### config.mk
export PLATFORM = sky130hd
export DESIGN_NAME = usb_slv_rsp_encoder_flat
export DESIGN_NICKNAME = d
export VERILOG_FILES = /design/src/rtl/usb_slv_pkg.sv /design/src/rtl/usb_slv_rsp_encoder_if.sv /design/src/rtl/usb_slv_rsp_encoder.sv /design/src/flat_wrapper.sv
export SDC_FILE = /design/constraint.sdc
export NUM_CORES = 1
export LEC_CHECK = 0
export CAP_MARGIN = 20
export CORE_MARGIN = 2
export CORE_UTILIZATION = 35
export CTS_CLUSTER_SIZE = 40
export DETAILED_ROUTE_END_ITERATION = 8
export DONT_BUFFER_PORTS = 1
export GPL_TIMING_DRIVEN = 0
export SYNTH_ARGS = -nofsm -noshare
export SYNTH_HDL_FRONTEND = slang
export SYNTH_SLANG_ARGS = --single-unit
### constraint.sdc
create_clock -name Clk -period 3.1 [get_ports Clk]
set_clock_uncertainty 0.05 [all_clocks]
set_input_delay 0.465 -clock Clk [delete_from_list [all_inputs] [get_ports Clk]]
set_output_delay 0.465 -clock Clk [all_outputs]
set_load 0.005 [all_outputs]
### src/rtl/usb_slv_pkg.sv
// Shared definitions for the AXI USB slave response path.
//   rsp_state_e        : response encoder FSM states
//   USB_MEM_SEL_BIT    : address bit selecting register file (1) vs packet memory (0)
//   USB_ADDR_MSB_VALID : highest address bit inside the decoded window
//   LAT_MIN / LAT_MAX  : legal range of store read latencies
package usb_slv_pkg;

  typedef enum logic [1:0] {
    IDLE,
    WAIT,
    RESP
  } rsp_state_e;

  localparam int unsigned USB_MEM_SEL_BIT    = 10;
  localparam int unsigned USB_ADDR_MSB_VALID = 10;
  localparam int unsigned LAT_MIN            = 1;
  localparam int unsigned LAT_MAX            = 4;

endpackage

### src/rtl/usb_slv_rsp_encoder_if.sv
// Bus-side and store-side signal bundle of the response encoder.
//   req_*  : request from the address decoder (valid/ready handshake)
//   *_rdata: read data from packet memory port B and register file
//   rsp_*  : registered response toward the bus slave (valid/ready handshake)
// Modport slave is the encoder; master is the surrounding bus/store logic.
interface usb_slv_rsp_encoder_if #(
  parameter int unsigned DW = 32
);
  logic          req_valid_i;
  logic          req_ready_o;
  logic          req_write_i;
  logic [31:0]   req_addr_i;
  logic [DW-1:0] mem_rdata_i;
  logic [DW-1:0] reg_rdata_i;
  logic          rsp_valid_o;
  logic          rsp_ready_i;
  logic [DW-1:0] rsp_data_o;
  logic          rsp_write_o;
  logic          rsp_err_o;

  modport slave (
    input  req_valid_i, req_write_i, req_addr_i, mem_rdata_i, reg_rdata_i, rsp_ready_i,
    output req_ready_o, rsp_valid_o, rsp_data_o, rsp_write_o, rsp_err_o
  );

  modport master (
    output req_valid_i, req_write_i, req_addr_i, mem_rdata_i, reg_rdata_i, rsp_ready_i,
    input  req_ready_o, rsp_valid_o, rsp_data_o, rsp_write_o, rsp_err_o
  );
endinterface

### src/rtl/usb_slv_rsp_encoder.sv
// Response-side encoder for the AXI USB slave.
// Accepts one request at a time, waits the fixed read latency of the targeted
// store (packet memory or register file), captures the read word and holds a
// registered response until the bus side accepts it.
// Ports:
//   Clk : clock, all state on rising edge
//   Rst : synchronous active-high reset
//   bus : usb_slv_rsp_encoder_if.slave (request, store read data, response)
// Parameters: MEM_LAT / REG_LAT (1..4) store read latencies, DW data width.
module usb_slv_rsp_encoder
  import usb_slv_pkg::*;
#(
  parameter int unsigned MEM_LAT = 1,
  parameter int unsigned REG_LAT = 1,
  parameter int unsigned DW      = 32
) (
  input  logic                   Clk,
  input  logic                   Rst,
  usb_slv_rsp_encoder_if.slave   bus
);

  if (MEM_LAT < LAT_MIN || MEM_LAT > LAT_MAX) begin : g_bad_mem_lat
    $fatal(1, "usb_slv_rsp_encoder: MEM_LAT out of range 1..4");
  end
  if (REG_LAT < LAT_MIN || REG_LAT > LAT_MAX) begin : g_bad_reg_lat
    $fatal(1, "usb_slv_rsp_encoder: REG_LAT out of range 1..4");
  end

  // Counter preload: WAIT is entered after the accept edge, so LAT-1 more edges.
  localparam logic [1:0] MEM_CNT = 2'(MEM_LAT - 1);
  localparam logic [1:0] REG_CNT = 2'(REG_LAT - 1);

  rsp_state_e    state, state_n;
  logic [1:0]    lat_cnt, lat_cnt_n;
  logic          sel_reg, sel_reg_n;
  logic [DW-1:0] data_q, data_n;
  logic          write_q, write_n;
  logic          err_q, err_n;

  logic          ready;
  logic          accept;
  logic          req_sel_reg;
  logic          req_err;

  assign req_sel_reg = bus.req_addr_i[USB_MEM_SEL_BIT];
  assign req_err     = |bus.req_addr_i[31:USB_ADDR_MSB_VALID+1];

  // Ready is masked during the reset cycle so nothing is accepted while Rst is high.
  assign ready  = (state == IDLE) && !Rst;
  assign accept = bus.req_valid_i && ready;

  always_comb begin
    state_n   = state;
    lat_cnt_n = lat_cnt;
    sel_reg_n = sel_reg;
    data_n    = data_q;
    write_n   = write_q;
    err_n     = err_q;
    unique case (state)
      IDLE: begin
        if (accept) begin
          sel_reg_n = req_sel_reg;
          write_n   = bus.req_write_i;
          err_n     = req_err;
          if (req_err || bus.req_write_i) begin
            data_n  = '0;
            state_n = RESP;
          end else begin
            lat_cnt_n = req_sel_reg ? REG_CNT : MEM_CNT;
            state_n   = WAIT;
          end
        end
      end
      WAIT: begin
        if (lat_cnt == 2'd0) begin
          data_n  = sel_reg ? bus.reg_rdata_i : bus.mem_rdata_i;
          state_n = RESP;
        end else begin
          lat_cnt_n = lat_cnt - 2'd1;
        end
      end
      RESP: begin
        if (bus.rsp_ready_i) begin
          state_n = IDLE;
        end
      end
      default: state_n = IDLE;
    endcase
  end

  always_ff @(posedge Clk) begin
    if (Rst) begin
      state   <= IDLE;
      lat_cnt <= '0;
      sel_reg <= 1'b0;
      data_q  <= '0;
      write_q <= 1'b0;
      err_q   <= 1'b0;
    end else begin
      state   <= state_n;
      lat_cnt <= lat_cnt_n;
      sel_reg <= sel_reg_n;
      data_q  <= data_n;
      write_q <= write_n;
      err_q   <= err_n;
    end
  end

  assign bus.req_ready_o = ready;
  assign bus.rsp_valid_o = (state == RESP);
  assign bus.rsp_data_o  = data_q;
  assign bus.rsp_write_o = write_q;
  assign bus.rsp_err_o   = err_q;

endmodule

### src/flat_wrapper.sv
// flat-port wrapper written by rule: the top's interface ports become plain ports
module usb_slv_rsp_encoder_flat import usb_slv_pkg::*;
#(
  parameter int unsigned MEM_LAT = 1,
  parameter int unsigned REG_LAT = 1,
  parameter int unsigned DW      = 32
)
  (Clk, Rst, bus_req_valid_i, bus_req_write_i, bus_req_addr_i, bus_mem_rdata_i, bus_reg_rdata_i, bus_rsp_ready_i, bus_req_ready_o, bus_rsp_valid_o, bus_rsp_data_o, bus_rsp_write_o, bus_rsp_err_o);
  usb_slv_rsp_encoder_if #(.DW(DW)) bus_i ();
  input  logic Clk;
  input  logic Rst;
  input wire logic [$bits(bus_i.req_valid_i)-1:0] bus_req_valid_i;
  input wire logic [$bits(bus_i.req_write_i)-1:0] bus_req_write_i;
  input wire logic [$bits(bus_i.req_addr_i)-1:0] bus_req_addr_i;
  input wire logic [$bits(bus_i.mem_rdata_i)-1:0] bus_mem_rdata_i;
  input wire logic [$bits(bus_i.reg_rdata_i)-1:0] bus_reg_rdata_i;
  input wire logic [$bits(bus_i.rsp_ready_i)-1:0] bus_rsp_ready_i;
  output wire logic [$bits(bus_i.req_ready_o)-1:0] bus_req_ready_o;
  output wire logic [$bits(bus_i.rsp_valid_o)-1:0] bus_rsp_valid_o;
  output wire logic [$bits(bus_i.rsp_data_o)-1:0] bus_rsp_data_o;
  output wire logic [$bits(bus_i.rsp_write_o)-1:0] bus_rsp_write_o;
  output wire logic [$bits(bus_i.rsp_err_o)-1:0] bus_rsp_err_o;
  assign bus_i.req_valid_i = bus_req_valid_i;
  assign bus_i.req_write_i = bus_req_write_i;
  assign bus_i.req_addr_i = bus_req_addr_i;
  assign bus_i.mem_rdata_i = bus_mem_rdata_i;
  assign bus_i.reg_rdata_i = bus_reg_rdata_i;
  assign bus_i.rsp_ready_i = bus_rsp_ready_i;
  assign bus_req_ready_o = bus_i.req_ready_o;
  assign bus_rsp_valid_o = bus_i.rsp_valid_o;
  assign bus_rsp_data_o = bus_i.rsp_data_o;
  assign bus_rsp_write_o = bus_i.rsp_write_o;
  assign bus_rsp_err_o = bus_i.rsp_err_o;
  usb_slv_rsp_encoder #(.MEM_LAT(MEM_LAT), .REG_LAT(REG_LAT), .DW(DW)) u_core (.Clk(Clk), .Rst(Rst), .bus(bus_i));
endmodule
* Word level (Yosys, flattened, before mapping)
Index checks and enable logic that the tools add are counted.
** Word-level totals
- Output and inout port bits :: 36
- Input bits :: 101
- Logic and storage cells :: 41
- Bits in registers :: 39
** Operators by class
- $add $sub $neg :: 1
- Multiplexer cells :: 14
- Eq/ne operators :: 8
- Reduce and logical (&&, ||, !) cells :: 12
** Operators with widths (number)
- 32-bit two-way mux :: 4
- 32-bit case mux with 2 select lines :: 1
- 21-bit OR reduction :: 1
- 2-bit two-way mux :: 7
- 2-bit inequality test, second input constant :: 4
- 4-bit AND reduction :: 2
- 2-bit case mux with 3 select lines :: 1
- 2-bit logical NOT :: 2
- 2-bit by 1-bit inequality test with 1-bit output, second input constant :: 2
- 2-bit case mux with 2 select lines :: 1
- 3-bit AND reduction :: 1
- 2-bit by 1-bit equality test with 1-bit output, second input constant :: 1
- 2-bit equality test, second input constant :: 1
- 1-bit logical AND :: 2
- 2-bit AND reduction :: 1
- 2-bit nonzero test :: 1
- 2-bit by 1-bit subtractor with 2-bit output, second input constant :: 1
- 1-bit logical NOT :: 1
- 1-bit logical OR :: 1

* Longest topological paths before layout
Gate-level depths: netlist of the first run.
- Word-level depth :: 5
- Depth in mapped cells :: 7
- Mapped depth without buffers :: 6

* Worst setup path after synthesis of the first run
Ideal clock, no wire load.
- Kind :: input to register
- From :: input Rst
- To :: register u_core.data_q[0] (netlist: u_core.bus.rsp_data_o[0])
- Library setup time :: 134 ps
- Cell stages on the path :: 5
- Data required time :: 2916 ps
- Setup slack :: 1479 ps
- Buffers on the path :: 1
- Arrival :: 1437 ps
- Cell sequence :: or3b_1 a21oi_1 a21boi_4 buf_6 a211oi_1
** On the way
- Longest elaborated chain between the ends :: 5
** Ends and longest elaborated chain
- start, declared :: RTL line flat_wrapper.sv:11 : input logic Rst;
- 1-bit logical NOT :: RTL line usb_slv_rsp_encoder.sv:49 : assign ready = (state == IDLE) && !Rst;
- 1-bit logical AND :: RTL line usb_slv_rsp_encoder.sv:49
- 1-bit logical AND :: RTL line usb_slv_rsp_encoder.sv:50 : assign accept = bus.req_valid_i && ready;
- 2-bit by 1-bit inequality test with 1-bit output (no source line)
- 4-bit AND reduction (no source line)
- end signal, assigned :: RTL line usb_slv_rsp_encoder.sv:103 : data_q <= data_n;
- end, declared :: RTL line usb_slv_rsp_encoder.sv:36 : logic [DW-1:0] data_q, data_n;
Parallel ways exist; a longest one is shown, timed or not.
A chain may end at the register's enable or synchronous reset.

* Final worst setup path of the first run
- From :: register u_core.lat_cnt[0]
- To :: register u_core.data_q[26] (netlist: u_core.bus.rsp_data_o[26])
** On the way
- Longest elaborated chain between the ends :: 3
** Ends and longest elaborated chain
- start, declared :: RTL line usb_slv_rsp_encoder.sv:34 : logic [1:0] lat_cnt, lat_cnt_n;
- start signal, assigned :: RTL line usb_slv_rsp_encoder.sv:101 : lat_cnt <= lat_cnt_n;
- 2-bit logical NOT :: RTL line usb_slv_rsp_encoder.sv:75 : if (lat_cnt == 2'd0) begin
- 2-bit by 1-bit inequality test with 1-bit output (no source line)
- 4-bit AND reduction (no source line)
Every way passes these cells.

==> results.md, run 1 <==
- Status: finished, final reports clean
- Yosys top cell area share: between 30% and 40%
- Initial DRT Pass Iterations: 4
- Hold_sp: bus_req_write_i
- Final period utilization: slightly above 60%
- Syn Nets: 333
- H-tree level count: 2
- Core area: between 5000 and 6000 µm²
- Startpoint Class: register
- Final min period: approximately 1.9 ns
- CTS root buf: clkbuf_8
- R2R Path End: u_core.bus.rsp_data_o[26]
- Die X: between 80 and 90 µm
- Reg2Reg Launch Point: u_core.lat_cnt[0]
- Initial antenna violation count: 0
- Yosys reg bits: 39
- Filler cell count: a little under 600
- Path type of the worst setup path: reg -> reg
- Final Net Count: 340
- Worst-margin pin slew: between 0.5 and 0.6 ns
- Reg2Reg Depth: 7
- Drt drc: 0
- Clock insertion delay at the later pin of the skew report: around 0.28 ns
- Synth top area cells: dfxtp_1 38%, mux2_2 17%, a211oi_1 12%, a21oi_1 8.5%, nand2_1 7.1%
- CTS resizes: 0
- Maximum fanout along the worst path: 10
- Worst R2R Setup Slack: around 1.2 ns
- Largest net degree at the start of global routing: 13
- PwrDens: a little under 500 nW/µm²
- FF/Latch Area: a little under 800 µm²
- Avg Cell Area, Syn: between 8 and 9 µm²
- Unrepaired setup endpoints after global routing: no
- Reg clk slew, reported paths: 0.07 ns
- Commonest cells post-synth: 39 x dfxtp_1, 39 x nand2_1, 35 x a21oi_1
- Setup Buffers After CTS: 0
- Clock buffer depth: 2
- CTS Hold Buffers Added: 0
- Clk sink count: 39
- Synth Flop Type: dfxtp_1
- Cells after DPL: about 300
- Max rail drop VDD: 0.255 mV
- Total number of vias: approximately 1.7k
- Hold WC Path Type: in -> reg
- Synth cell types: 30
- EDFF count, synth: 0
- Die ar.: between 6000 and 7000 µm²
- WL/cell: approximately 17 µm
- Area occupied by multi-input gates: about 1200 µm²
- Total CTS buffers: 5
- Detail Route Antenna Nets: 0
- Fmax: between 500 and 600 MHz
- Vias in the first global route: ~1.6k
- Seq/Total Area, Yosys: 37.8%
- Final wirelength: about 5200 µm
- CP endpoint kind: register
- GRT Total Usage: around 16%
- Synth Cell Area: 2060 µm²
- Crit path from: u_core.lat_cnt[0]
- Rel. slew slack: 65.8%
- Top Ports: approximately 140
- Detailed placer's ending HPWL: roughly 3900 µm
- Max reg flops: 32
- # setup viols final: 0
- Layout area overhead: 10.8%
- Setup crit end: u_core.bus.rsp_data_o[26]
- Drt via density: about 5.6
- Share of cells above drive strength 1: 23.0%
- Final hold slack: approximately 0.26 ns
- Final Max Tran Viols: 0
- Chip height: 80.8 µm
- First-pass GRT wire length: slightly below 8000 µm
- Setup TNS: 0 ns
- Grt total ovfl: 0
- Critical Path RT: about 3.2 ns
- LEAKAGE: between 0.0006 and 0.0007 µW
- Final hold viol count: 0
- Starting Density: 36.8%
- Number of max-cap violations: 0
- Post-DP Area: 2150 µm²
- Fin area: approximately 2300 µm²
- Initial DRC count: 51
- Antenna Cells: 0
- Gpl congestion: 0.731
- FFs w/ async S/R, synth: 0%
- I/O Buffers: 0
- Area leader, netlist: dfxtp_1
- YS warnings: 0
- Crit path arrival time: around 2.1 ns
- Finished Layout Cells: approximately 310
- Cells after Synth: roughly 230
- Row count: 27
- CTS tree: done
## power breakdown
| part | internal [µW] | switching (µW) |
|---|---|---|
| Combinational | 52.2 | 58.7 |
| Sequential | 505 | 2.00 |
| Clock | 322 | 173 |
## worst min-delay path by stage
stage / end / slack, ns / cells past startpoint
floorplan: u_core.lat_cnt[1] / 0.40 / 1
global placement: u_core.lat_cnt[1] / 0.41 / 1
detailed placement: u_core.lat_cnt[1] / 0.42 / 1
CTS: u_core.sel_reg / 0.24 / 2
global route: u_core.state[0] / 0.26 / 2
finish: u_core.bus.rsp_write_o / 0.26 / 2
## worst max-delay path: stages (launching register included)
cell and delay (ns):
dfxtp_1 0.32, inv_1 0.07, ha_1 0.20, nand2_1 0.12, nor3_4 0.31, clkbuf_1 0.40
nand2_1 0.09, a211oi_1 0.25
## per-stage QoR
stage / power, µW / worst slack [ns] / util [%]
6_report: 1110 / 1.19 / 40.8
2_1_floorplan: 609 / 1.48 / -
5_1_grt: 1170 / 0.920 / 40.8
3_3_place_gp: 630 / 1.18 / 38.4
4_1_cts: 1140 / 1.13 / 40.8
3_5_place_dp: 630 / 1.16 / 38.4
## cell type report
cell class	instances	area share, %
multi-input combinational	170	50.8
sequential	39	34.2
buffer	19	4.76
tap	72	3.94
clock buffer	6	3.17
clock inverter	2	2.63
inverter	3	0.493
## layout by cell type, fill, tap and decap left out, types with 4 or more instances in the layout
cell type	netlist	routed
nor2_1	4	4
dfxtp_1	39	39
nand2_1	39	39
a21oi_1	35	35
a211oi_1	32	32
buf_2	9	9
clkbuf_1	6	7
clkbuf_8	0	5
mux2_2	32	32
nor4_1	4	4
## cell families after synthesis
kind of cell / synth area share (%)
multiplexers: 17.5
AND/OR/NAND/NOR: 14.0
adder cells (fa/ha/maj): 0.606
AO/OA/AOI/OAI: 23.8
flip-flops: 37.8
buffers and inverters: 5.82
XOR/XNOR: 0.425
## per-layer routing
layer,share of wire [%],vias up,GRT usage [%]
met4,0.92,0,6.10
met3,10,4,4.33
met1,43,773,20.1
met5,0,-,0
li1,-,862,-
met2,46,108,25.4
No activity file was read; power rests on OpenSTA's default activity.
==> inputs of run 2 (changes only) <==
Clock period 3.1 ns to 1.9 ns, I/O delays scaled along.
==> results.md, run 2 (synthesis gave the netlist of run 1 again) <==
- Fmax: 566 MHz (was 522 MHz)
- Final min period: 1.77 ns (was 1.91 ns)
- Largest net degree at the start of global routing: 13 (unchanged)
- Final period utilization: 93.1% (was 61.7%)
- Final hold viol count: 0 (unchanged)
- Reg clk slew, reported paths: 0.08 ns (was 0.07 ns)
- Drt via density: 5.63 (was 5.62)
- I/O Buffers: 0 (unchanged)
- Max reg flops: 32 (unchanged)
- Fin area: 2330 µm² (was 2290 µm²)
- GRT Total Usage: 15.8% (unchanged)
- Die X: 80.8 µm (unchanged)
- Status: finished, final reports clean (unchanged)
- Initial DRC count: 56 (was 51)
- Share of cells above drive strength 1: 24.5% (was 23.0%)
- Max rail drop VDD: 0.416 mV (was 0.255 mV)
- Top Ports: 137 (unchanged)
- CTS Hold Buffers Added: 0 (unchanged)
- FF/Latch Area: 781 µm² (unchanged)
- Most frequent cells in the layout: 39 x nand2_1, 39 x dfxtp_1, 34 x a21oi_1 (was 39 x nand2_1, 39 x dfxtp_1, 35 x a21oi_1)
- Detailed placer's ending HPWL: 3870 µm (unchanged)
- Vias in the first global route: 1567 (unchanged)
- Gpl congestion: 0.731 (unchanged)
- Rel. slew slack: 65.1% (was 65.8%)
- Layout area overhead: 13.0% (was 10.8%)
- Filler cell count: 599 (was 597)
- Clock insertion delay at the later pin of the skew report: 0.28 ns (about the same)
- Chip height: 80.8 µm (unchanged)
- Hold WC Path Type: in -> reg (unchanged)
- CP Buf/Inv Count: 2 (unchanged)
- CP endpoint kind: register (unchanged)
- Detail Route Antenna Nets: 0 (unchanged)
- Clock buffer depth: 2 (unchanged)
- Worst R2R Setup Slack: 0.13 ns (was 1.19 ns)
- Crit-path cells: clkbuf_1, buf_2, mux2_2, a21oi_1, a211oi_1 (was inv_1, ha_1, nand2_1, nor3_4, clkbuf_1, nand2_1, a211oi_1)
- # setup viols final: 0 (unchanged)
- First-pass GRT wire length: 7890 µm (unchanged)
- Drt drc: 0 (unchanged)
- PwrDens: 781 nW/µm² (was 487 nW/µm²)
- Final Max Tran Viols: 0 (unchanged)
- Total CTS buffers: 5 (unchanged)
- Crit-path max cell delay: 0.39 ns (was 0.40 ns)
- Maximum fanout along the worst path: 10 (unchanged)
- Top delay family on crit path: buffers and inverters (was simple AND/OR/NAND/NOR gates)
- Setup TNS: 0 ns (unchanged)
- Unrepaired setup endpoints after global routing: yes (was no)
- WL/cell: 16.8 µm (was 16.9 µm)
- CTS tree: done (unchanged)
- Total number of vias: 1761 (was 1747)
- LEAKAGE: 0.000711 µW (was 0.000696 µW)
- H-tree level count: 2 (unchanged)
- Core area: 5610 µm² (unchanged)
- Starting Density: 36.8% (unchanged)
- Initial DRT Pass Iterations: 4 (unchanged)
- Grt total ovfl: 0 (unchanged)
- Crit path arrival time: 1.87 ns (was 2.06 ns)
- Number of max-cap violations: 0 (unchanged)
- Final wirelength: 5250 µm (was 5240 µm)
- Row count: 27 (unchanged)
- Die ar.: 6530 µm² (unchanged)
- Worst-margin pin slew: 0.523 ns (was 0.512 ns)
- Initial antenna violation count: 0 (unchanged)
- Clk sink count: 39 (unchanged)
- CTS root buf: clkbuf_8 (unchanged)
- Final Net Count: 342 (was 340)
- Antenna Cells: 0 (unchanged)
- Path type of the worst setup path: reg -> reg (unchanged)
- Critical Path RT: 2.00 ns (was 3.24 ns)
- Post-DP Area: 2150 µm² (unchanged)
- Area occupied by multi-input gates: 1170 µm² (was 1160 µm²)
- Startpoint Class: register (unchanged)
- CP max stage cell: mux2_2 (was clkbuf_1)
[run 2: cell count changes in the layout (fill, tap and decap cells not counted), sizes merged]
| cell | previous run | this run |
|---|---|---|
| clkbuf | 12 | 16 |
| buf | 13 | 11 |
[run 2: final cells by class]
| type | instances | share of cell area (%) |
|---|---|---|
| plain buffers | 19 | 5.26 |
| clock buffers | 6 | 3.11 |
| clock inverters | 2 | 2.58 |
| inverters | 3 | 0.483 |
| multi-input cells | 170 | 50.0 |
| flip-flops and latches | 39 | 33.5 |
| well taps | 72 | 3.86 |
| repair buffers | 2 | 1.18 |
[run 2: worst paths after layout]
| path | start | end | depth (start not counted) |
|---|---|---|---|
| worst min register to register | u_core.lat_cnt[1] | u_core.lat_cnt[1] | 1 |
| worst max-delay path | u_core.sel_reg | u_core.bus.rsp_data_o[7] | 5 |
| worst max register to register | u_core.sel_reg | u_core.bus.rsp_data_o[7] | 5 |
| worst min-delay path | bus_req_write_i | u_core.bus.rsp_write_o | 2 |
[run 2: what timing repair did]
action / in CTS / in global routing
gates resized for setup: 1 / 7
endpoints found under the setup margin: 10 / 32
pin swaps: 0 / 2
buffers inserted: 0 / 2
[run 2: per-layer routing]
metal  track usage [%]  part of all wire (%)  vias up
li1                  -                     -      865
met1              20.1                    43      783
met2              25.4                    46      109
met3              4.33                   9.8        4
met4              6.10                  0.91        0
met5                 0                     0        -
[run 2: power by group]
part / total, µW / switching [µW] / internal [µW]
clock: 810 / 285 / 525
combinational: 184 / 96.9 / 86.8
sequential: 826 / 3.27 / 823
total: 1820 / 385 / 1430
[run 2: through the flow]
stage | setup slack, ns | total power (µW) | hold slack (ns) | util (%) | cells
5_1_grt | -0.00135 | 1900 | 0.0834 | 41.6 | 313
2_1_floorplan | 0.295 | 994 | 0.344 | - | 231
3_3_place_gp | -0.0188 | 1030 | 0.358 | 38.4 | 303
4_1_cts | 0.0496 | 1860 | 0.0628 | 40.8 | 311
3_5_place_dp | -0.0356 | 1030 | 0.367 | 38.4 | 303
6_report | 0.132 | 1820 | 0.0805 | 41.6 | 313
[run 2: worst register-to-register path, cell delays in order (launching register included)]
cell      delay (ns)
dfxtp_1         0.31
clkbuf_1        0.33
buf_2           0.33
mux2_2          0.39
a21oi_1         0.16
a211oi_1        0.06
